[src/rtl/dmem_arb_pkg.sv]
// Shared types and defaults for the two-lane data-memory arbiter.
// Build option: define DMEM_ARB_ADMIN_PROT_EN to reject stores to the admin-key word.
package dmem_arb_pkg;

  localparam int unsigned DEPTH_WORDS_DEF = 64;
  localparam int unsigned PROT_WORD_DEF   = 0;

`ifdef DMEM_ARB_ADMIN_PROT_EN
  localparam bit ADMIN_PROT_EN = 1'b1;
`else
  localparam bit ADMIN_PROT_EN = 1'b0;
`endif

  typedef enum logic {
    ST_IDLE  = 1'b0,
    ST_ISSUE = 1'b1
  } arb_state_e;

  typedef enum logic {
    LANE_0 = 1'b0,
    LANE_1 = 1'b1
  } lane_e;

  typedef struct packed {
    lane_e       lane;
    logic        we;
    logic [31:0] addr;
    logic [31:0] wdata;
  } cmd_t;

  // Misaligned, out-of-range, or (when protection is built in) a store to the key word.
  function automatic logic access_err(input logic [31:0]  addr,
                                      input logic         we,
                                      input int unsigned  depth,
                                      input int unsigned  prot);
    logic [31:0] word;
    logic        err;
    word = {2'b00, addr[31:2]};
    err  = (addr[1:0] != 2'b00) || (word >= depth);
    if (ADMIN_PROT_EN && we && (word == prot)) begin
      err = 1'b1;
    end
    return err;
  endfunction

endpackage

[src/rtl/dmem_arbiter_rr.sv]
// Two-request round-robin arbiter; the pointer only moves after a contended grant.
module rr_arbiter2
  import dmem_arb_pkg::*;
(
  input  logic       clk,
  input  logic       rst,
  input  logic [1:0] req,
  output logic [1:0] gnt
);

  lane_e ptr_q, ptr_d;

  always_comb begin
    gnt   = '0;
    ptr_d = ptr_q;
    unique case (req)
      2'b01: gnt = 2'b01;
      2'b10: gnt = 2'b10;
      2'b11: begin
        gnt   = (ptr_q == LANE_0) ? 2'b01 : 2'b10;
        ptr_d = (ptr_q == LANE_0) ? LANE_1 : LANE_0;
      end
      default: gnt = '0;
    endcase
  end

  always_ff @(posedge clk) begin
    if (rst) begin
      ptr_q <= LANE_0;
    end else begin
      ptr_q <= ptr_d;
    end
  end

endmodule

[src/rtl/dmem_arbiter.sv]
// Two-lane arbiter in front of a single-port data memory: accept, issue, respond.
// Build option: DMEM_ARB_ADMIN_PROT_EN (see dmem_arb_pkg) blocks stores to PROT_WORD.
module dmem_arbiter
  import dmem_arb_pkg::*;
#(
  parameter int unsigned DEPTH_WORDS = DEPTH_WORDS_DEF,
  parameter int unsigned PROT_WORD   = PROT_WORD_DEF
) (
  input  logic        clk,
  input  logic        rst,

  input  logic        req0_valid,
  input  logic        req0_we,
  input  logic [31:0] req0_addr,
  input  logic [31:0] req0_wdata,
  output logic        req0_ready,
  output logic        rsp0_valid,
  output logic [31:0] rsp0_rdata,
  output logic        rsp0_err,

  input  logic        req1_valid,
  input  logic        req1_we,
  input  logic [31:0] req1_addr,
  input  logic [31:0] req1_wdata,
  output logic        req1_ready,
  output logic        rsp1_valid,
  output logic [31:0] rsp1_rdata,
  output logic        rsp1_err,

  output logic        mem_we,
  output logic [31:0] mem_a,
  output logic [31:0] mem_wd,
  input  logic [31:0] mem_rd
);

  logic [1:0]        req_vld;
  logic [1:0]        gnt;
  arb_state_e        state_q, state_d;
  cmd_t              cmd_q, cmd_d;
  logic              issue;
  logic              issue_err;
  logic              issue_lane;
  logic [1:0]        rsp_valid_q, rsp_valid_d;
  logic [1:0]        rsp_err_q, rsp_err_d;
  logic [1:0][31:0]  rsp_rdata_q, rsp_rdata_d;

  // Requests are masked during reset so ready is low and the pointer stays put.
  assign req_vld = {req1_valid, req0_valid} & {2{~rst}};

  rr_arbiter2 u_rr (
    .clk (clk),
    .rst (rst),
    .req (req_vld),
    .gnt (gnt)
  );

  assign req0_ready = gnt[0];
  assign req1_ready = gnt[1];

  always_comb begin
    state_d = state_q;
    cmd_d   = cmd_q;
    if (gnt[1]) begin
      state_d     = ST_ISSUE;
      cmd_d.lane  = LANE_1;
      cmd_d.we    = req1_we;
      cmd_d.addr  = req1_addr;
      cmd_d.wdata = req1_wdata;
    end else if (gnt[0]) begin
      state_d     = ST_ISSUE;
      cmd_d.lane  = LANE_0;
      cmd_d.we    = req0_we;
      cmd_d.addr  = req0_addr;
      cmd_d.wdata = req0_wdata;
    end else begin
      state_d = ST_IDLE;
      cmd_d   = '0;
    end
  end

  // The issue stage is suppressed during reset, which drops the in-flight command.
  assign issue      = (state_q == ST_ISSUE) && !rst;
  assign issue_err  = access_err(cmd_q.addr, cmd_q.we, DEPTH_WORDS, PROT_WORD);
  assign issue_lane = (cmd_q.lane == LANE_1);

  assign mem_we = issue && cmd_q.we && !issue_err;
  assign mem_a  = issue ? cmd_q.addr  : '0;
  assign mem_wd = issue ? cmd_q.wdata : '0;

  always_comb begin
    rsp_valid_d = '0;
    rsp_err_d   = '0;
    rsp_rdata_d = '0;
    if (issue) begin
      rsp_valid_d[issue_lane] = 1'b1;
      rsp_err_d[issue_lane]   = issue_err;
      if (!cmd_q.we && !issue_err) begin
        rsp_rdata_d[issue_lane] = mem_rd;
      end
    end
  end

  always_ff @(posedge clk) begin
    if (rst) begin
      state_q     <= ST_IDLE;
      cmd_q       <= '0;
      rsp_valid_q <= '0;
      rsp_err_q   <= '0;
      rsp_rdata_q <= '0;
    end else begin
      state_q     <= state_d;
      cmd_q       <= cmd_d;
      rsp_valid_q <= rsp_valid_d;
      rsp_err_q   <= rsp_err_d;
      rsp_rdata_q <= rsp_rdata_d;
    end
  end

  assign rsp0_valid = rsp_valid_q[0];
  assign rsp0_err   = rsp_err_q[0];
  assign rsp0_rdata = rsp_rdata_q[0];
  assign rsp1_valid = rsp_valid_q[1];
  assign rsp1_err   = rsp_err_q[1];
  assign rsp1_rdata = rsp_rdata_q[1];

endmodule
[config.mk]
export PLATFORM = sky130hd
export DESIGN_NAME = dmem_arbiter
export DESIGN_NICKNAME = d
export VERILOG_FILES = /design/src/rtl/dmem_arb_pkg.sv /design/src/rtl/dmem_arbiter_rr.sv /design/src/rtl/dmem_arbiter.sv
export SDC_FILE = /design/constraint.sdc
export NUM_CORES = 1
export LEC_CHECK = 0
export ABC_AREA = 1
export BUFFER_PORTS_ARGS = -buffer_cell sky130_fd_sc_hd__buf_2
export CAP_MARGIN = 20
export CORE_MARGIN = 4
export CORE_UTILIZATION = 41
export DETAILED_ROUTE_END_ITERATION = 12
export PLACE_DENSITY = 0.76
export SLEW_MARGIN = 20
export SYNTH_ARGS = -nofsm -noshare
export SYNTH_HDL_FRONTEND = slang
export SYNTH_SLANG_ARGS = --single-unit
[constraint.sdc]
create_clock -name clk -period 1.3 [get_ports clk]
set_input_delay 0.065 -clock clk [delete_from_list [all_inputs] [get_ports clk]]
set_output_delay 0.065 -clock clk [all_outputs]
set_load 0.01 [all_outputs]
==> results of run 1 <==
[routing by layer]
layer | GRT usage | vias to the layer above | wire length (um)
li1 | - | 2673 | -
met5 | 0 | - | 28
met4 | 0.231 | 4 | 2740
met3 | 0.109 | 243 | 3450
met2 | 0.571 | 658 | 13900
met1 | 0.319 | 3044 | 9140
[power groups by stage]
stage	combinational [mW]	clock (mW)	sequential (mW)
finish	1.82	5.56	4.43
global route	1.88	5.76	4.43
detailed placement	0.885	0	4.46
floorplan	0.443	0	4.45
CTS	1.35	5.44	4.37
global placement	0.873	0	4.46
[final timing paths]
check                         from                   endpoint  slack, ns
min reg2reg  issue_lane$_SDFF_PP0_  rsp_valid_q[0]$_SDFF_PP0_       0.51
max           cmd_q[49]$_SDFF_PP0_   rsp1_rdata[4]$_SDFF_PP0_      -0.39
min                            rst         state_q$_SDFF_PP0_       0.20
max reg2reg   cmd_q[49]$_SDFF_PP0_   rsp1_rdata[4]$_SDFF_PP0_      -0.39
[layout make-up]
type | count | area (sq um)
diodes | 7 | 17.5
repair buffers | 507 | 4070
clock buffers | 21 | 480
inverters | 75 | 282
flip-flops and latches | 136 | 2730
well taps | 143 | 179
multi-input cells | 298 | 2200
clock inverters | 11 | 190
fillers | 446 | 1260
[logic make-up after synthesis]
logic type / Yosys count
AOI/OAI and AO/OA: 67
buffers and inverters: 110
DFF: 136
and+or+nand+nor: 230
[critical path, stage by stage, from the launching register on]
cell and delay (ns):
dfxtp_1 0.37, nor2_2 0.18, nand3_2 0.12, nor2_2 0.17, buf_4 0.14, nand3_4 0.18, buf_8 0.21, buf_16 0.15
nor2_4 0.09
[per-stage QoR]
step	setup TNS (ns)	worst slack (ns)	hold WS [ns]	instance area (sq um)	util
6_report	-39.06	-0.395	0.198	10200	0.889
3_3_place_gp	-7.68	-0.135	0.276	6450	0.565
2_1_floorplan	0	0.109	0.141	4780	-
4_1_cts	-22.62	-0.254	0.0389	9150	0.801
3_5_place_dp	-8.60	-0.165	0.276	6450	0.565
5_1_grt	-44.97	-0.449	0.180	10200	0.889
[placed cells by master, fill, tap and decap left out, drive strengths merged]
cell	n
or2	2
clkinvlp	1
o21ai	1
nor2	149
dlygate4sd3	164
nand2	74
dfxtp	136
clkinv	3
a22o	65
buf	335
inv	77
nor3b	1
nand3	5
a21oi	1
clkbuf	28
diode	7
dlymetal6s4s	1
bufinv	5
[sequential cells by signal, summed over array words and instances, names as in the netlist]
name	cells
cmd_q	65
issue_lane	1
rsp0_rdata	32
rsp1_rdata	32
rsp_err_q	2
rsp_valid_q	2
state_q	1
u_rr.ptr_q	1
[repair_timing]
action,4_1_cts,5_1_grt
resized for setup,31,229
hold endpoints to repair,131,0
buffers inserted,13,7
pin swaps,7,9
setup endpoints to repair,132,172
gates cloned,6,8
hold buffers,165,0
==> impl_metrics.json, run 1 <==
{
  "status": "complete, but fails checks",
  "violations": "setup timing",
  "grt_max_degree": 48,
  "cts.sinks": 136,
  "p_switching_mw": 2.96,
  "synthMuxAreaShare": 0,
  "crit_arrival_ns": 2.05,
  "synth_cell_types": 17,
  "ys.flop_type": "dfxtp_1",
  "internal_power_mw": 8.86,
  "p_leak_nw": 4.75,
  "synth_edf_count": 0,
  "core_sq_mm": 0.0114,
  "dp_hpwl_mm": 10.5,
  "root_buffer": "clkbuf_16",
  "setup_viol": 137,
  "worst_slew_pin_slew_ns": 0.334,
  "syn-num-nets": 709,
  "rows": 39,
  "syn-cell-area_sq_mm": 0.00478,
  "clk_path_buf_depth": 2,
  "worst_setup_path_start_kind": "flip-flop",
  "die_h_um": 116,
  "power_density_mw_per_mm2": 1160,
  "path_max_fanout": 7,
  "synthAdderAreaFrac": 0,
  "clk_pin_slew_ns": 0.06,
  "slew_viol_final": 0,
  "netlist_top_cells_count": "136 x dfxtp_1, 118 x nor2_1, 75 x inv_1, 74 x nand2_1, 65 x a22o_1",
  "path_class": "flip-flop to flip-flop",
  "synth_top_family_by_area": "simple AND/OR/NAND/NOR gates",
  "yosys.area.top_type": "dfxtp_1",
  "num_vias": 6622,
  "ys.warnings.count": 0,
  "grt_pass1_wl_mm": 33.0,
  "ios": 301,
  "synthXorXnorAreaFrac": 0,
  "firstDrtPassIters": 6,
  "grt_pass1_vias": 6386,
  "final_nets": 1201,
  "cp-end-kind": "flip-flop",
  "synth_compound_area_frac": 0.122,
  "power_frac_comb": 0.154,
  "cts_max_level": 4,
  "hold_class": "primary input to flip-flop",
  "antenna_found_initial": 8,
  "period_share": 1.30,
  "period_minus_slack_ns": 1.69,
  "die_w_um": 116,
  "ys_seq_elements": 136,
  "fin_ws_ns": -0.395,
  "fin_cells": 1198,
  "synth_top_area_share": 0.570,
  "r2r_cells": 8,
  "post-route-drc-count": 0,
  "crit_required_ns": 1.65,
  "slew_headroom": 0.776,
  "die-area_sq_mm": 0.0134,
  "syn_area_per_cell_sq_um": 8.80,
  "numCtsBuffers": 17,
  "switching_share": 0.250,
  "maxCapViolations": 0,
  "ir_drop_mv": 0.922,
  "clock_latency_ns": 0.43,
  "cts_tree": "done",
  "drt_iter0_drc": 756,
  "port_buffers": 300,
  "fin_skew_ns": 0.0221,
  "hold_viol": 0,
  "gp_congestion": 0.808,
  "wirelength_mm": 29.2,
  "start_util": 0.419,
  "synth-simple-area-share": 0.204,
  "power_frac_clock": 0.471,
  "grt_use_total": 0.325,
  "ys_top_cells_by_area": "dfxtp_1 57%, a22o_1 12%, nor2_1 9.3%, inv_1 5.9%, nand2_1 5.8%",
  "rsz0062_at_grt": "true",
  "synth_cells": 543,
  "min_delay_path_depth": 5,
  "synth.most_common_cell": "dfxtp_1",
  "gr-total-overflow": 0,
  "area_growth_pct": 112,
  "seqPwrFrac": 0.375,
  "finalPower_mw": 11.8,
  "post_drt_via_cell_ratio": 5.53,
  "wl_per_cell_um": 24.4,
  "seq_area_frac_synth": 0.570,
  "fmaxAchievable_mhz": 590,
  "drive_above_1_share": 0.497,
  "ant_nets": 0,
  "synthArstFlopShare": 0,
  "place_inst": 965
}
Note: power is estimated with default switching activity, not from simulation.
==> inputs of run 2 (changes only) <==
- CORE_ASPECT_RATIO: unset -> 1.5
- SYNTH_HIERARCHICAL: unset -> 1
==> run 2 against run 1 <==
  * The flow still finishes with violations (setup timing)
  * Clock-buffer cell count fell by 2
  * Hold slack improved by 0.025 ns
  * Cell count is 1.8% higher
  * Sequential power decreased by 1%
  * Routed wire length up 11%
  * First-iteration DRC count is 21% lower
  * Critical endpoint is now mem_we
  * Setup slack got worse by 0.083 ns
  * Via count up 5.2%
==> impl_metrics.json, run 2 <==
{
  "status": "complete, but fails checks",
  "violations": "setup timing",
  "area_growth_pct": 117,
  "synth_top_area_share": 0.549,
  "power_density_mw_per_mm2": 993,
  "clk_path_buf_depth": 2,
  "place_area_sq_mm": 0.00671,
  "fin_skew_ns": 0.0187,
  "seq_area_sq_mm": 0.00273,
  "period_minus_slack_ns": 1.78,
  "syn_area_per_cell_sq_um": 8.98,
  "top_register": "cmd_q",
  "port_buffers": 300,
  "drive_above_1_share": 0.532,
  "ant_nets": 0,
  "wl_per_cell_um": 26.6,
  "holdWs_ns": 0.223,
  "die_h_um": 143,
  "synth.most_common_cell": "dfxtp_1",
  "setup.worst_path.start": "cmd_q[56]$_SDFF_PP0_",
  "r2r-end": "rsp0_rdata[28]$_SDFF_PP0_",
  "die_w_um": 97.8,
  "place_inst": 983,
  "fmaxAchievable_mhz": 563,
  "cp-end-kind": "output pin",
  "crit_required_ns": 1.24,
  "cts.sinks": 136,
  "power_frac_comb": 0.179,
  "final_common_cell": "buf_2",
  "internal_power_mw": 7.70,
  "cts_tree": "done",
  "numCtsBuffers": 17,
  "multi_input_area_sq_mm": 0.00249,
  "gp_congestion": 0.792,
  "clock_latency_ns": 0.41,
  "fin_util": 0.922,
  "fin_ws_ns": -0.477,
  "grt_use_total": 0.379,
  "grt_pass1_vias": 7198,
  "die-area_sq_mm": 0.0140,
  "syn-num-nets": 718,
  "fin_cells": 1219,
  "yosys.area.top_type": "dfxtp_1",
  "r2r_setup_slack_ns": -0.40,
  "clk_pin_slew_ns": 0.06,
  "grt_pass1_wl_mm": 40.6,
  "largest_register_ff_count": 65,
  "fill_cells": 382,
  "min_delay_path_depth": 4,
  "period_share": 1.37,
  "drt_iter0_drc": 598,
  "grt_max_degree": 67,
  "finalInstanceArea_sq_mm": 0.0107,
  "post_drt_via_cell_ratio": 5.71,
  "synth_edf_count": 0,
  "hold_class": "primary input to flip-flop",
  "num_vias": 6964,
  "switching_share": 0.278,
  "maxCapViolations": 0,
  "seqPwrFrac": 0.410,
  "root_buffer": "clkbuf_16",
  "p_leak_nw": 4.71,
  "firstDrtPassIters": 6,
  "core_sq_mm": 0.0117,
  "ios": 301,
  "ys_top_cells_by_area": "dfxtp_1 55%, a32o_1 13%, nor2_2 7.7%, nor2_1 6.7%, nand2_1 5.6%",
  "final_cell_mix": "240 x buf_2, 163 x dlygate4sd3_1, 131 x dfxtp_1",
  "path_class": "flip-flop to output pin",
  "synth_cells": 552,
  "antenna_found_initial": 2,
  "path_max_fanout": 2,
  "syn-cell-area_sq_mm": 0.00496,
  "hold_viol": 0,
  "slew_headroom": 0.695,
  "gr-total-overflow": 0,
  "timing.setup.tns_ns": -40.58,
  "hold_path_startpoint": "rst",
  "worstHoldEndpoint": "state_q$_SDFF_PP0_",
  "synth_cell_types": 16,
  "post-route-drc-count": 0,
  "slew_viol_final": 0,
  "worst_slew_pin_slew_ns": 0.456,
  "ys_seq_elements": 136,
  "timing.rr.start": "cmd_q[56]$_SDFF_PP0_",
  "synthArstFlopShare": 0,
  "setup_viol": 198,
  "worst_setup_path_start_kind": "flip-flop",
  "r2r_cells": 10,
  "ys.flop_type": "dfxtp_1",
  "final_nets": 1222,
  "netlist_top_cells_count": "136 x dfxtp_1, 89 x nor2_1, 74 x nand2_1, 73 x inv_1, 65 x a32o_1",
  "post-place-ws_ns": -0.136,
  "cts_max_level": 4,
  "rsz0062_at_grt": "true",
  "finalPower_mw": 10.7,
  "start_util": 0.425,
  "ir_drop_mv": 0.746,
  "power_frac_clock": 0.412,
  "wirelength_mm": 32.5,
  "crit_arrival_ns": 1.71,
  "dp_hpwl_mm": 12.7,
  "p_switching_mw": 2.96,
  "ys.warnings.count": 6,
  "seq_area_frac_synth": 0.549,
  "rows": 48
}
==> run 2: cell types whose count changed in the layout (fill, tap and decap cells not counted), moves of 9 or more <==
cell | before | now
buf_2 | 263 | 240
a22o_1 | 64 | 0
buf_12 | 13 | 22
nor2_4 | 76 | 92
nor2_1 | 31 | 10
a32o_1 | 0 | 58
buf_6 | 39 | 69
==> run 2: timing repair <==
item / 4_1_cts / 5_1_grt
pin swaps: 7 / 20
resized for setup: 144 / 177
hold buffers: 163 / 0
endpoints found under the hold margin: 131 / 0
buffers inserted: 16 / 11
setup endpoints to repair: 137 / 198
gates cloned: 16 / 7
==> run 2: final cells by class <==
| type | instances | area share |
|---|---|---|
| Tap cell | 150 | 0.0175 |
| Clock inverter | 11 | 0.00734 |
| Timing Repair Buffer | 525 | 0.421 |
| Multi-Input combinational cell | 301 | 0.232 |
| Sequential cell | 136 | 0.255 |
| Antenna cell | 2 | 0.000466 |
| Inverter | 75 | 0.0264 |
| Clock buffer | 19 | 0.0412 |
==> run 2: worst max path at each step <==
stage                     slack (ns)  depth (start not counted)              endpoint
after global placement         -0.13                          8  cmd_q[45]$_SDFF_PP0_
after CTS                      -0.27                          8                mem_we
after detailed placement       -0.14                          8  cmd_q[19]$_SDFF_PP0_
after floorplan                 0.02                          6  cmd_q[39]$_SDFF_PP0_
after global routing           -0.51                          8                mem_we
final                          -0.48                          8                mem_we
==> run 2: worst max-delay path, stage by stage (launching register included) <==
cell	delay, ns
dfxtp_1	0.32
inv_1	0.10
nand2_1	0.10
nor2_2	0.15
nand2_2	0.08
nor2_4	0.14
nand2_4	0.09
nor2_4	0.17
buf_6	0.15
==> run 2: cells by family after synthesis <==
kind of cell / count (synthesis) / share of synthesized area
buf+inv: 116 / 0.104
compound gates: 68 / 0.134
simple gates: 232 / 0.213
flops: 136 / 0.549
==> run 2: power by group through the flow <==
stage	clock (mW)	combinational [mW]	sequential, mW
after floorplan	0	0.400	4.40
after global placement	0	0.847	4.40
after detailed placement	0	0.860	4.41
after CTS	4.31	1.53	4.32
after global routing	4.57	1.94	4.37
final	4.39	1.90	4.37
==> run 2: metal layers <==
layer  part of all wire  GRT usage
met1               0.31      0.396
met2               0.47      0.668
met3               0.12      0.113
met4               0.10      0.234
met5            0.00034          0
==> inputs of run 3 (changes only) <==
- ABC_CLOCK_PERIOD_IN_PS: unset -> 1300
- CORE_ASPECT_RATIO: 1.5 -> 0.5
- SLEW_MARGIN: 20 -> 30
==> run 3 against run 2 <==
  * The run still ends with setup timing left
  * Die area grew 0.50%
  * Setup slack better by 0.14 ns
  * Core utilization shrank 13 points
  * Largest power group unchanged
==> impl_metrics.json, run 3 (synthesis results as in run 2) <==
{
  "status": "complete, but fails checks",
  "violations": "setup timing",
  "final_cell_mix": "299 x buf_2, 164 x dlygate4sd3_1, 131 x dfxtp_1",
  "die_h_um": 85.8,
  "switching_share": 0.246,
  "period_minus_slack_ns": 1.64,
  "period_share": 1.26,
  "fmaxAchievable_mhz": 611,
  "die_w_um": 164,
  "core_sq_mm": 0.0118,
  "post_drt_via_cell_ratio": 5.02,
  "path_class": "flip-flop to output pin",
  "gp_congestion": 0.807,
  "wl_per_cell_um": 17.9,
  "post-route-drc-count": 0,
  "ir_drop_mv": 0.749,
  "fin_skew_ns": 0.00701,
  "setup_viol": 171,
  "grt_pass1_vias": 6118,
  "final_common_cell": "buf_2",
  "worst_slew_pin_slew_ns": 0.311,
  "grt_use_total": 0.272,
  "die-area_sq_mm": 0.0140,
  "start_util": 0.420,
  "rsz0062_at_grt": "true",
  "num_vias": 6058,
  "firstDrtPassIters": 5,
  "root_buffer": "clkbuf_16",
  "hold_class": "primary input to flip-flop",
  "hold_viol": 0,
  "crit_arrival_ns": 1.57,
  "worst_setup_path_start_kind": "flip-flop",
  "grt_pass1_wl_mm": 30.2,
  "slew_headroom": 0.792,
  "drive_above_1_share": 0.441,
  "maxCapViolations": 0,
  "finalPower_mw": 10.8,
  "ant_nets": 0,
  "slew_viol_final": 0,
  "post-place-ws_ns": -0.0600,
  "crit_required_ns": 1.24,
  "min_delay_path_depth": 3,
  "clock_latency_ns": 0.41,
  "power_density_mw_per_mm2": 1160,
  "clk_path_buf_depth": 2,
  "clk_pin_slew_ns": 0.06,
  "ios": 301,
  "fin_ws_ns": -0.338,
  "wirelength_mm": 21.6,
  "cts.sinks": 136,
  "port_buffers": 300,
  "cts_tree": "done",
  "grt_max_degree": 37,
  "antenna_found_initial": 0,
  "top_register": "cmd_q",
  "p_leak_nw": 4.41,
  "largest_register_ff_count": 65,
  "final_nets": 1194,
  "dp_hpwl_mm": 10.6,
  "power_frac_clock": 0.469,
  "power_frac_comb": 0.131,
  "fill_cells": 697,
  "cp-end-kind": "output pin",
  "r2r_cells": 10,
  "path_max_fanout": 2,
  "p_switching_mw": 2.66,
  "drt_iter0_drc": 445,
  "numCtsBuffers": 17,
  "internal_power_mw": 8.15,
  "cts_max_level": 4,
  "area_growth_pct": 87.4,
  "seqPwrFrac": 0.400,
  "gr-total-overflow": 0,
  "rows": 28
}
## run 3: cell count changes in the layout (fill, tap and decap cells not counted), moves of 13 or more
cell	delta
buf_12	-13
nor2_2	+16
nor2_1	+71
buf_2	+59
buf_6	-67
nor2_4	-87
## run 3: worst max-delay path, cell delays in order (launching register included)
cell	delay, ns
dfxtp_1	0.31
inv_1	0.10
nand2_1	0.07
nor2_1	0.11
nand2_1	0.11
nor2_4	0.12
nand2_2	0.10
nor2_4	0.13
buf_6	0.12
## run 3: cell type report
cell class,count,area (sq um),share of cell area
well taps,165,206,0.0222
inverters,75,284,0.0306
clock inverters,14,190,0.0205
diodes,1,2.50,0.000269
flip-flops and latches,136,2730,0.294
repair buffers,498,3650,0.393
multi-input cells,300,1800,0.193
clock buffers,18,429,0.0462
## run 3: what timing repair did
action,in CTS,in global routing
pin swaps,6,11
endpoints found under the setup margin,64,187
endpoints found under the hold margin,131,0
gates cloned,2,6
hold buffers,164,0
setup buffers,2,6
gates resized for setup,10,34
## run 3: metal layers
metal	vias up	track usage	wire, um
met1	2781	0.279	7550
li1	2723	-	-
met2	409	0.491	10600
met4	0	0.170	1590
met3	145	0.0826	1850
met5	-	0	0
## run 3: worst paths after layout
path / end / slack (ns) / startpoint
setup / recovery: mem_we / -0.34 / cmd_q[44]$_SDFF_PP0_
setup reg to reg: rsp0_rdata[10]$_SDFF_PP0_ / -0.22 / cmd_q[44]$_SDFF_PP0_
hold / removal: cmd_q[60]$_SDFF_PP0_ / 0.18 / rst
hold reg to reg: u_rr/ptr_q$_SDFFE_PP0N_ / 0.59 / u_rr/ptr_q$_SDFFE_PP0N_
## run 3: power groups by stage
stage	sequential, mW	clock (mW)	combinational (mW)
after CTS	4.31	5.10	1.24
after floorplan	4.40	0	0.400
after global routing	4.33	5.27	1.50
after detailed placement	4.41	0	0.809
after global placement	4.40	0	0.796
final	4.33	5.07	1.41
## run 3: per-stage QoR
stage | setup TNS [ns] | hold WS, ns | instances | instance area [sq um] | utilization
6_report | -17.54 | 0.185 | 1207 | 9290 | 0.787
5_1_grt | -26.31 | 0.181 | 1206 | 9290 | 0.787
4_1_cts | -12.53 | 0.102 | 1194 | 9030 | 0.765
3_5_place_dp | -2.81 | 0.274 | 994 | 6650 | 0.563
3_3_place_gp | -0.0267 | 0.272 | 994 | 6650 | 0.563
2_1_floorplan | 0 | 0.176 | 552 | 4960 | -
